### config.mk
export PLATFORM = sky130hd
export DESIGN_NAME = frame_scrambler
export DESIGN_NICKNAME = d
export VERILOG_FILES = /design/src/rtl/frame_scrambler.sv
export SDC_FILE = /design/constraint.sdc
export NUM_CORES = 1
export LEC_CHECK = 0
export CAP_MARGIN = 20
export CORE_ASPECT_RATIO = 0.5
export CORE_MARGIN = 3
export CORE_UTILIZATION = 44
export CTS_CLUSTER_DIAMETER = 200
export DETAILED_ROUTE_END_ITERATION = 8
export PLACE_DENSITY = 0.74
export SLEW_MARGIN = 30
export SYNTH_ARGS = -nofsm -noshare
export SYNTH_HDL_FRONTEND = slang
export SYNTH_SLANG_ARGS = --single-unit
### constraint.sdc
create_clock -name Clock -period 2.4 [get_ports Clock]
set_input_delay 0.24 -clock Clock [delete_from_list [all_inputs] [get_ports Clock]]
set_output_delay 0.24 -clock Clock [all_outputs]
set_load 0.01 [all_outputs]
### src/rtl/frame_scrambler.sv
// 802.11a transmit scrambler: x^7+x^4+1 LFSR over SERVICE+PSDU, then 6 unscrambled zero tail bits.
// Valid/ready on both sides, with a single registered output stage.
//
// state    | meaning
// ---------+-------------------------------------------------------------
// IDLE     | waiting for Start; seed and length are captured here
// SCRAMBLE | accepting payload bits, scrambling them, counting down cnt
// TAIL     | loading 6 zero tail bits; LFSR frozen
// DRAIN    | waiting for the last tail bit to leave, then pulse Done
module frame_scrambler #(
    parameter int           LEN_WIDTH    = 16,
    parameter logic [6:0]   SEED_DEFAULT = 7'b1011101
) (
    input  logic                 Clock,
    input  logic                 Reset,
    input  logic                 Start,
    input  logic [6:0]           Seed,
    input  logic [LEN_WIDTH-1:0] Length,
    input  logic                 In_valid,
    input  logic                 In_data,
    output logic                 In_ready,
    output logic                 Out_valid,
    output logic                 Out_data,
    input  logic                 Out_ready,
    output logic                 Busy,
    output logic                 Done
);

    typedef enum logic [1:0] {
        IDLE     = 2'd0,
        SCRAMBLE = 2'd1,
        TAIL     = 2'd2,
        DRAIN    = 2'd3
    } state_t;

    state_t                 state_q, state_d;
    logic [6:0]             lfsr_q, lfsr_d;
    logic [LEN_WIDTH-1:0]   cnt_q, cnt_d;
    logic [2:0]             tcnt_q, tcnt_d;
    logic                   out_valid_q, out_valid_d;
    logic                   out_data_q, out_data_d;
    logic                   done_q, done_d;

    logic                   can_load;
    logic                   feedback;
    logic                   in_hs;

    assign can_load = !out_valid_q || Out_ready;
    assign feedback = lfsr_q[6] ^ lfsr_q[3];
    assign In_ready = (state_q == SCRAMBLE) && can_load;
    assign in_hs    = In_valid && In_ready;

    assign Out_valid = out_valid_q;
    assign Out_data  = out_data_q;
    assign Busy      = (state_q != IDLE);
    assign Done      = done_q;

    always_comb begin
        state_d     = state_q;
        lfsr_d      = lfsr_q;
        cnt_d       = cnt_q;
        tcnt_d      = tcnt_q;
        out_data_d  = out_data_q;
        done_d      = 1'b0;
        // A consumed output empties the register unless something is loaded below.
        out_valid_d = out_valid_q && !Out_ready;

        unique case (state_q)
            IDLE: begin
                if (Start) begin
                    lfsr_d  = (Seed == 7'd0) ? SEED_DEFAULT : Seed;
                    cnt_d   = Length;
                    tcnt_d  = 3'd0;
                    state_d = (Length != '0) ? SCRAMBLE : TAIL;
                end
            end
            SCRAMBLE: begin
                if (in_hs) begin
                    out_data_d  = In_data ^ feedback;
                    out_valid_d = 1'b1;
                    lfsr_d      = {lfsr_q[5:0], feedback};
                    cnt_d       = cnt_q - LEN_WIDTH'(1);
                    if (cnt_q == LEN_WIDTH'(1)) begin
                        state_d = TAIL;
                        tcnt_d  = 3'd0;
                    end
                end
            end
            TAIL: begin
                if (can_load) begin
                    out_data_d  = 1'b0;
                    out_valid_d = 1'b1;
                    tcnt_d      = tcnt_q + 3'd1;
                    if (tcnt_q == 3'd5) begin
                        state_d = DRAIN;
                    end
                end
            end
            DRAIN: begin
                if (out_valid_q && Out_ready) begin
                    state_d = IDLE;
                    done_d  = 1'b1;
                end
            end
            default: begin
                state_d = IDLE;
            end
        endcase
    end

    always_ff @(posedge Clock) begin
        if (!Reset) begin
            state_q     <= IDLE;
            lfsr_q      <= 7'd0;
            cnt_q       <= '0;
            tcnt_q      <= 3'd0;
            out_valid_q <= 1'b0;
            out_data_q  <= 1'b0;
            done_q      <= 1'b0;
        end else begin
            state_q     <= state_d;
            lfsr_q      <= lfsr_d;
            cnt_q       <= cnt_d;
            tcnt_q      <= tcnt_d;
            out_valid_q <= out_valid_d;
            out_data_q  <= out_data_d;
            done_q      <= done_d;
        end
    end

endmodule
[After elaboration in Yosys (flattened, before gate mapping)]
Cells that the tools add are included.
Operators by class
  bitwise logic cells: 2
  add/subtract/negate cells: 2
  reduce and logical (&&, ||, !) cells: 19
  equality and inequality tests: 11
  multiplexer cells: 27
Operator list (count)
  $mux 16: 2
  $pmux 16 s2: 1
  $mux 7: 3
  $eq 16x1->1 const B: 1
  $reduce_bool 16->1: 1
  $sub 16x1->16 const B: 1
  $mux 2: 7
  $pmux 7 s2: 1
  $mux 3: 4
  $ne 2x2->1 const B: 5
  $pmux 3 s3: 1
  $pmux 2 s4: 1
  $logic_not 7->1: 1
  $reduce_and 3->1: 2
  $reduce_and 6->1: 1
  $reduce_bool 2->1: 3
  $mux 1: 5
  $reduce_and 5->1: 1
  $eq 2x2->1 const B: 2
  $logic_and 1x1->1: 4
  $pmux 1 s2: 2
  $add 3x1->3 const B: 1
  $eq 3x3->1 const B: 1
  $reduce_bool 3->1: 1
  other kinds (7): 9
Word-level totals
  logic and storage cells: 68
  register bits: 31
  bits of input ports: 29

[Depth between registers and ports, before layout]
Gate-level depths: netlist of the first run.
  depth after elaboration: 6
  mapped depth: 8
  mapped depth without buffers: 7

[Least setup slack after synthesis of the first run]
OpenSTA, ideal clock, no wires.
  path kind: register to register
  start point: register cnt_q[7]
  end point: register tcnt_q[1]
  cell stages (with the launch flop): 6
  setup time: 0.135 ns
  setup slack: 0.021 ns
  clock period less this slack: 2.379 ns
  arrival time: 2.244 ns
  data required time: 2.265 ns
  buffers on the path: 0
  path through: dfxtp_1 or4_4 or4_4 o41a_4 a2111oi_4 o32ai_1
Between the ends
  longest elaborated chain between the ends: 3
Ends and longest elaborated chain
  start, declared: line 38  | logic [LEN_WIDTH-1:0] cnt_q, cnt_d;
  start signal, assigned: line 123  | cnt_q <= cnt_d;
  $eq 16x1->1: line 83  | if (cnt_q == LEN_WIDTH'(1)) begin
  $ne 2x1->1 (no line)
  $reduce_and 5->1 (no line)
  end signal, assigned: line 124  | tcnt_q <= tcnt_d;
  end, declared: line 39  | logic [2:0] tcnt_q, tcnt_d;
No other way between the ends.
A chain may end at the register's enable or synchronous reset.

[Worst setup path in the final report of the first run]
  start point: register cnt_q[7]
  end point: register state_q[1]
Between the ends
  longest elaborated chain between the ends: 3
Ends and longest elaborated chain
  $eq 16x1->1: line 83
  $ne 2x1->1 (no line)
  $reduce_and 6->1 (no line)
  end signal, assigned: line 121  | state_q <= state_d;
  end, declared: line 36  | state_t state_q, state_d;
No other way between the ends.

==> results list, run 1 <==
- STA puts the critical path data required time at ~2600 ps.
- Max Clk Rate: between 0.4 and 0.5 GHz
- The detailed router finished its first iteration with approximately 150 violations.
- The repair_antennas step left the layout with diodes totalling 0.
* Standard cell area after detailed placement: ~2400 um^2
* Most frequent cells in the layout: clkdlybuf4s50_1 (33), dfxtp_1 (31), a21oi_1 (28)
- Relative contribution of combinational cells to total power: a little over half
- Across the run, the number of max-cap violations was 0.
- Hold bufs inserted after CTS: 0
- Dividing the detail-routed via count by the number of cells gives approximately 6.
- Synth Area per Inst: slightly above 8 um^2
- Global routing finished with a remaining overflow of 0.
- Status: completed
- Starting Density: between 40% and 50%
* Most frequent standard cell in the layout excluding fill and tap cells: clkdlybuf4s50_1
* Synth warn: 0
- Post-detailed-route count of antenna-violating nets: 0
- TritonCTS built the clock tree.
* Start point of the worst hold path: lfsr_q[2]$_SDFFE_PN0P_
- Buffers added on ports: 33
- Pwr/cell area: between 1000 and 1500 nW/um^2
- VDD sags by at most 0.401 mV.
- The number of antenna violations at the first check in global routing came to 0.
* Maximum count of clock buffers along a single path: 2
* Worst Skew: 7.84 ps
* # IOs: 34
* Source of the worst register-to-register timing path: cnt_q[7]$_SDFFE_PN0P_
- Design internal power: 1.75 mW
- Post-placement worst setup slack: -24.1 ps
* Number of vias after detailed routing: around 2000
* Number of endpoints with negative hold slack in the final report: 0
* Startpoint Class: flop
* Die H: ~53 um
- Post-CTS setup buffer count: 0
- The min-delay analysis places its worst path in the category flop to flop.
* Average routed wire per standard cell: ~15 um
- Wire length of the first global-routing pass: 8490 um
- Share of power burned in registers: 28.1%
- Category of the critical setup timing path: flop to flop
- The later pin in the worst-skew pair is clocked with a latency of 290 ps.
- Summed over all nets, the half-perimeter wirelength after detailed placement is 3730 um.
- Normalized max-slew margin: 50.7%
- Clock tree synthesis selected as its root buffer the cell clkbuf_8.
* Final critical path time including I/O delays and setup: between 2000 and 2500 ps
* Die Wd: roughly 100 um
- Total CTS buffers: 5
- Setup violations remaining at the end of the flow were counted as 0.
* Final non-filler cell area: between 2000 and 2500 um^2
- After synthesis the cells add up to approximately 1900 um^2.
- The number of global-route vias before repair is 1827.
- Cells after synthesis: 240
* Count of flip-flops with a built-in enable after synthesis: 0
- Global routing used 20.8% of the available tracks.
* Pin count of the biggest net entering global routing: 32
* Unique masters post-synth: 50
* Global Route met2 Usage: a little over a third
- Cells fill between 60% and 70% of the core in the end.
- Across all setup checks in the final design, the least slack found is between 60 and 70 ps.
* Nets: 318
- Number of levels in the clock H-tree: 2
* Final hold slack: around 460 ps
- STA classifies the critical path endpoint as a flop.
* Leakage component of the power: about 0.92 nW
- Clock Pin Slew Worst Setup and Hold Paths: 70 ps
- In this run the most used layer during global routing was met2.
- Clock net sink count: 31
* Post-synth net total: approximately 280
- In the routed design, unresolved DRC markers number 0.
- The share of total power dissipated in the clock network is between 15 and 20%.
- For met1 alone, demand over resource in global routing was between 20% and 30%.
- Sequential cells were found to cover 32.1% of the synthesized design area.
- For the pin with the worst max-slew slack, the measured transition is 738 ps.
- Main synth FF type: dfxtp_1
* Arrival time at the worst endpoint: 2530 ps
- Pre-antenna DRT Iters: 4
- The congestion estimate from routability-driven global placement came to 0.867.
* Total count of max-transition violations in the final report: 0
* Start point of the critical path: cnt_q[7]$_SDFFE_PN0P_
* Async S/R FF share, synth: 0%
- Full die area: 5280 um^2
* Switching part of the total: between 40% and 50%
- GR Util met3: 5.26%
* Standard cell core area: 4060 um^2
- Counting flops and latches in the post-synthesis netlist gives 31.
- In this run the worst path has a maximum fanout of 5.
- Total wire length: roughly 5100 um
* Final period utilization: a little over nine tenths
- Setup repair after global routing left no endpoint under its margin.
* Ratio of cells with drive above 1 in the final layout: 12.5%
* Net Switching: roughly 1.3 mW
- PostCTS Resize Cnt: 0
- Relative to the synthesized area, the layout overhead comes to 29.2%.
- The initialized floorplan defines 16 standard-cell rows.
## cell type report
type                    count  area, um^2
repair buffers             47         435
flip-flops and latches     31         621
clock buffers               6        82.6
inverters                  10        37.5
multi-input cells         184        1220
well taps                  54        67.6
fillers                   351        1560
clock inverters             2        35.0
## layer usage
| layer | vias to the layer above | wire length, um | part of all wire, % |
|---|---|---|---|
| li1 | 981 | - | - |
| met1 | 919 | 2370 | 46 |
| met2 | 63 | 2350 | 46 |
| met3 | 5 | 349 | 6.8 |
| met4 | 0 | 53 | 1.0 |
| met5 | - | 0 | 0 |
## metrics by stage
step | TNS (ps) | std cells | power [mW]
after floorplan | 0 | 240 | 1.95
after detailed placement | -24.1 | 326 | 2.47
final | 0 | 334 | 3.03
after global routing | 0 | 334 | 3.25
after CTS | 0 | 334 | 3.03
after global placement | 0 | 326 | 2.42
## cell families (layout without fill, tap and decap cells)
kind of cell	count (synthesis)	in the layout	synth area share, %
AOI/OAI and AO/OA	84	84	32.6
xor gates and xnor gates	2	2	0.905
adders and majority gates	10	10	6.46
buffers and inverters	25	65	4.85
DFF	31	31	32.1
muxes	3	3	1.62
and+or+nand+nor	85	85	21.5
## synth_stat cells (2+ instances only)
cell type,count,area [um^2]
or3_1,2,12.5
inv_1,9,33.8
o21ai_0,12,60.1
ha_1,10,125
a41oi_1,2,17.5
a22o_1,2,17.5
nand4_1,2,12.5
nor3_1,8,40.0
o211ai_1,3,22.5
o22ai_1,5,31.3
nor4_1,3,18.8
o32ai_1,3,26.3
a211oi_1,5,37.5
or4_4,2,22.5
nand2b_1,5,31.3
nand2_1,26,97.6
mux2i_1,2,20.0
o221ai_1,4,35.0
nor2b_1,3,18.8
clkbuf_1,15,56.3
o221a_2,4,45.0
a2111oi_4,2,55.1
or4_1,3,22.5
nand3_1,3,15.0
nor2_1,22,82.6
dfxtp_1,31,621
a21oi_1,28,140
o22a_1,2,17.5
## registers in the layout, indices dropped and copies added (netlist names)
name	flops
Done	1
Out_data	1
Out_valid	1
cnt_q	16
lfsr_q	7
state_q	2
tcnt_q	3
## worst max-delay path, stage by stage (launching register included)
cell and delay, ps:
dfxtp_1 310, or4_4 540, or4_4 470, o41ai_2 370, buf_4 170, a21oi_1 70
a311oi_1 300
## power by group through the flow
stage / clock (mW) / sequential (mW) / combinational, mW
4_1_cts: 0.555 / 0.849 / 1.62
6_report: 0.548 / 0.852 / 1.63
5_1_grt: 0.571 / 0.879 / 1.80
3_5_place_dp: 0 / 0.859 / 1.61
3_3_place_gp: 0 / 0.848 / 1.58
2_1_floorplan: 0 / 0.828 / 1.12
## worst paths after layout
check,endpoint,slack (ps),cells past startpoint
min reg2reg,lfsr_q[2]$_SDFFE_PN0P_,460,2
max,state_q[1]$_SDFFE_PN0P_,70,6
max reg2reg,state_q[1]$_SDFFE_PN0P_,70,6
min,lfsr_q[2]$_SDFFE_PN0P_,460,2
Power figures use the tool's default switching activity.
==> run 2: changes to the inputs <==
Settings changed: PLACE_DENSITY 0.74 to 0.72.
Clock period 2.4 ns to 2.7 ns, I/O delays scaled along.
==> run 2 against run 1 <==
  * Clock power fell by 32%
  * Flip-flop and latch count stayed put
  * Fmax down 6.9%
  * Critical endpoint is now tcnt_q[1]$_SDFFE_PN0P_
==> results list, run 2 (same netlist as run 1, synthesis figures left out) <==
- Measured against its own limit, the worst slew margin works out to a little over 50%.
* Clock Pin Slew Worst Setup and Hold Paths: 60 ps
- Hold bufs inserted after CTS: 0
* Max-capacitance violation count: 0
* Pwr/cell area: 1040 nW/um^2
* Layout Cells excl Fill: ~330
- The floorplan step set the die height to between 50 and 60 um.
- Along the worst path, the maximum fanout reaches 6.
- Min-Delay Path Class: flop to flop
- Largest incremental delay on the critical path: roughly 570 ps
* Total wire length: 5000 um
- The number of pins with negative max-slew slack in the final report came to 0.
* Clock latency at the later pin of the worst-skew pair: approximately 280 ps
- Ratio of cells with drive above 1 in the final layout: 10.6%
- Detailed-route DRC error count: 0
* Flip-flop count of the largest register after layout: 16
- Number of violations reported at the end of detailed-routing iteration 0: ~80
- The wire-length estimate of the detail-placed layout is 3630 um.
* Average routed wire per standard cell: between 15 and 20 um
- Port buffering added 33 buffers.
* CTS tree: done
* Standard cell core area: slightly above 4000 um^2
- Worst Skew: around 1.5 ps
- Arrival time at the worst endpoint: 2650 ps
- For the final routed database, the setup TNS stands at 0 ps.
* Antenna Cells: 0
* Full die area: 5280 um^2
* Unrepaired setup endpoints after global routing: false
* Startpoint Class: flop
- The number of antenna violations at the first check in global routing was 0.
* Sequence of cells on the critical path: or4_4, or4_4, o41a_4, a2111oi_4, o32ai_1
- # setup viols final: 0
* Most frequent cells in the layout: clkdlybuf4s50_1 (33), dfxtp_1 (31), a21oi_1 (28)
- The cell that appears most often on the critical path is or4_4.
- The analysis attributes to cell leakage a power of approximately 0.88 nW.
- Aggregate global routing overflow: 0
- Signed area change from the synthesized netlist to the final layout: 25.7%
* Final critical path time including I/O delays and setup: 2510 ps
* GR Util met3: 4.61%
- Measured along the x axis, the die boundary spans roughly 100 um.
- Maximum count of clock buffers along a single path: 2
- The number of hold violations in the final report came to 0.
- The first global-routing pass estimated ~8300 um of wire.
- Max Clk Rate: 0.399 GHz
- Cell Count Post-Placement: around 320
* Number of rows in the core area: 16
- Top Registers: cnt_q: 16 flops, lfsr_q: 7 flops, tcnt_q: 3 flops
- Counting flops per register, the top entry is cnt_q.
* Via count of the first global-routing pass: ~1800
- GRT Overall Usage: roughly 20%
- The design draws between 2 and 3 mW.
- Most frequent standard cell in the layout excluding fill and tap cells: clkdlybuf4s50_1
- Pre-antenna DRT Iters: 4
- Maximum vdd drop: slightly below 0.5 mV
* Pin count of the biggest net entering global routing: 24
* Total CTS buffers: 5
- Data on the critical path is required at its endpoint by ~2800 ps.
* Layer carrying the most global-route usage: met2
- Status: completed
* Starting Density: around 48%
- At the end of routability-driven placement, the weighted congestion stood at roughly 0.84.
- At the pin with the least slew margin, the transition time is 739 ps.
- # IOs: 34
- Number of vias per cell after detailed routing: around 6
- The setup path with the least slack is of type flop to flop.
* Post-CTS setup buffer count: 0
- Number of vias after detailed routing: 1911
* Final period utilization: 92.9%
* Met1 Track Usage GR: roughly 24%
- The count of nets left with antenna violations once routing finished came out at 0.
* CTS Root Buffer Type: clkbuf_8
- Clock net sink count: 31
- Category of cells accounting for the largest share of critical-path delay: simple AND/OR/NAND/NOR gates
* Nets: roughly 310
- Gates resized during post-CTS repair numbered 0.
- Number of levels in the clock H-tree: 2
- Global routing used 35.1% of the available met2 tracks.
- STA classifies the critical path endpoint as a flop.
- On the critical path, the stage with the largest delay is an instance of or4_4.
- The number of buffers and inverters on the critical path is 0.
run 2: worst paths after layout:
path | from | endpoint | slack (ps) | cells after the start
worst min register to register | lfsr_q[0]$_SDFFE_PN0P_ | lfsr_q[0]$_SDFFE_PN0P_ | 450 | 2
worst max register to register | cnt_q[7]$_SDFFE_PN0P_ | tcnt_q[1]$_SDFFE_PN0P_ | 190 | 5
worst max-delay path | cnt_q[7]$_SDFFE_PN0P_ | tcnt_q[1]$_SDFFE_PN0P_ | 190 | 5
worst min-delay path | lfsr_q[0]$_SDFFE_PN0P_ | lfsr_q[0]$_SDFFE_PN0P_ | 450 | 2
run 2: per-stage QoR:
stage | util, % | instance area (um^2) | setup slack, ps | hold slack [ps]
finish | 59.9 | 2430 | 193 | 453
detailed placement | 57.7 | 2340 | 201 | 447
global placement | 57.7 | 2340 | 246 | 440
floorplan | - | 1940 | 321 | 427
CTS | 59.9 | 2430 | 196 | 457
global route | 59.9 | 2430 | 105 | 481
run 2: where the power goes:
part           internal (mW)  switching (mW)
Clock                  0.200           0.174
Sequential             0.617           0.144
Combinational          0.604           0.796
Total                   1.42            1.11
run 2: final cells by class:
cell class	count	area (um^2)
clock inverters	1	5.00
repair buffers	42	398
well taps	54	67.6
clock buffers	6	82.6
flip-flops and latches	31	621
inverters	10	37.5
fillers	370	1630
multi-input cells	184	1220
run 2: per-layer routing:
layer | part of all wire (%) | vias to the layer above
met2 | 45 | 52
met1 | 48 | 890
met4 | 0.50 | 0
met5 | 0 | -
met3 | 5.6 | 2
li1 | - | 967
run 2: worst reg2reg max path: stages, from the launching register on:
cell and delay (ps):
dfxtp_1 350, or4_4 580, or4_4 480, o41a_4 530, a2111oi_4 300, o32ai_1 140
==> run 3: changes to the inputs <==
Settings changed: SETUP_SLACK_MARGIN from default to 0.02.
==> results of run 3 <==
The final DEF is identical to that of run 2; final timing and power are the same.
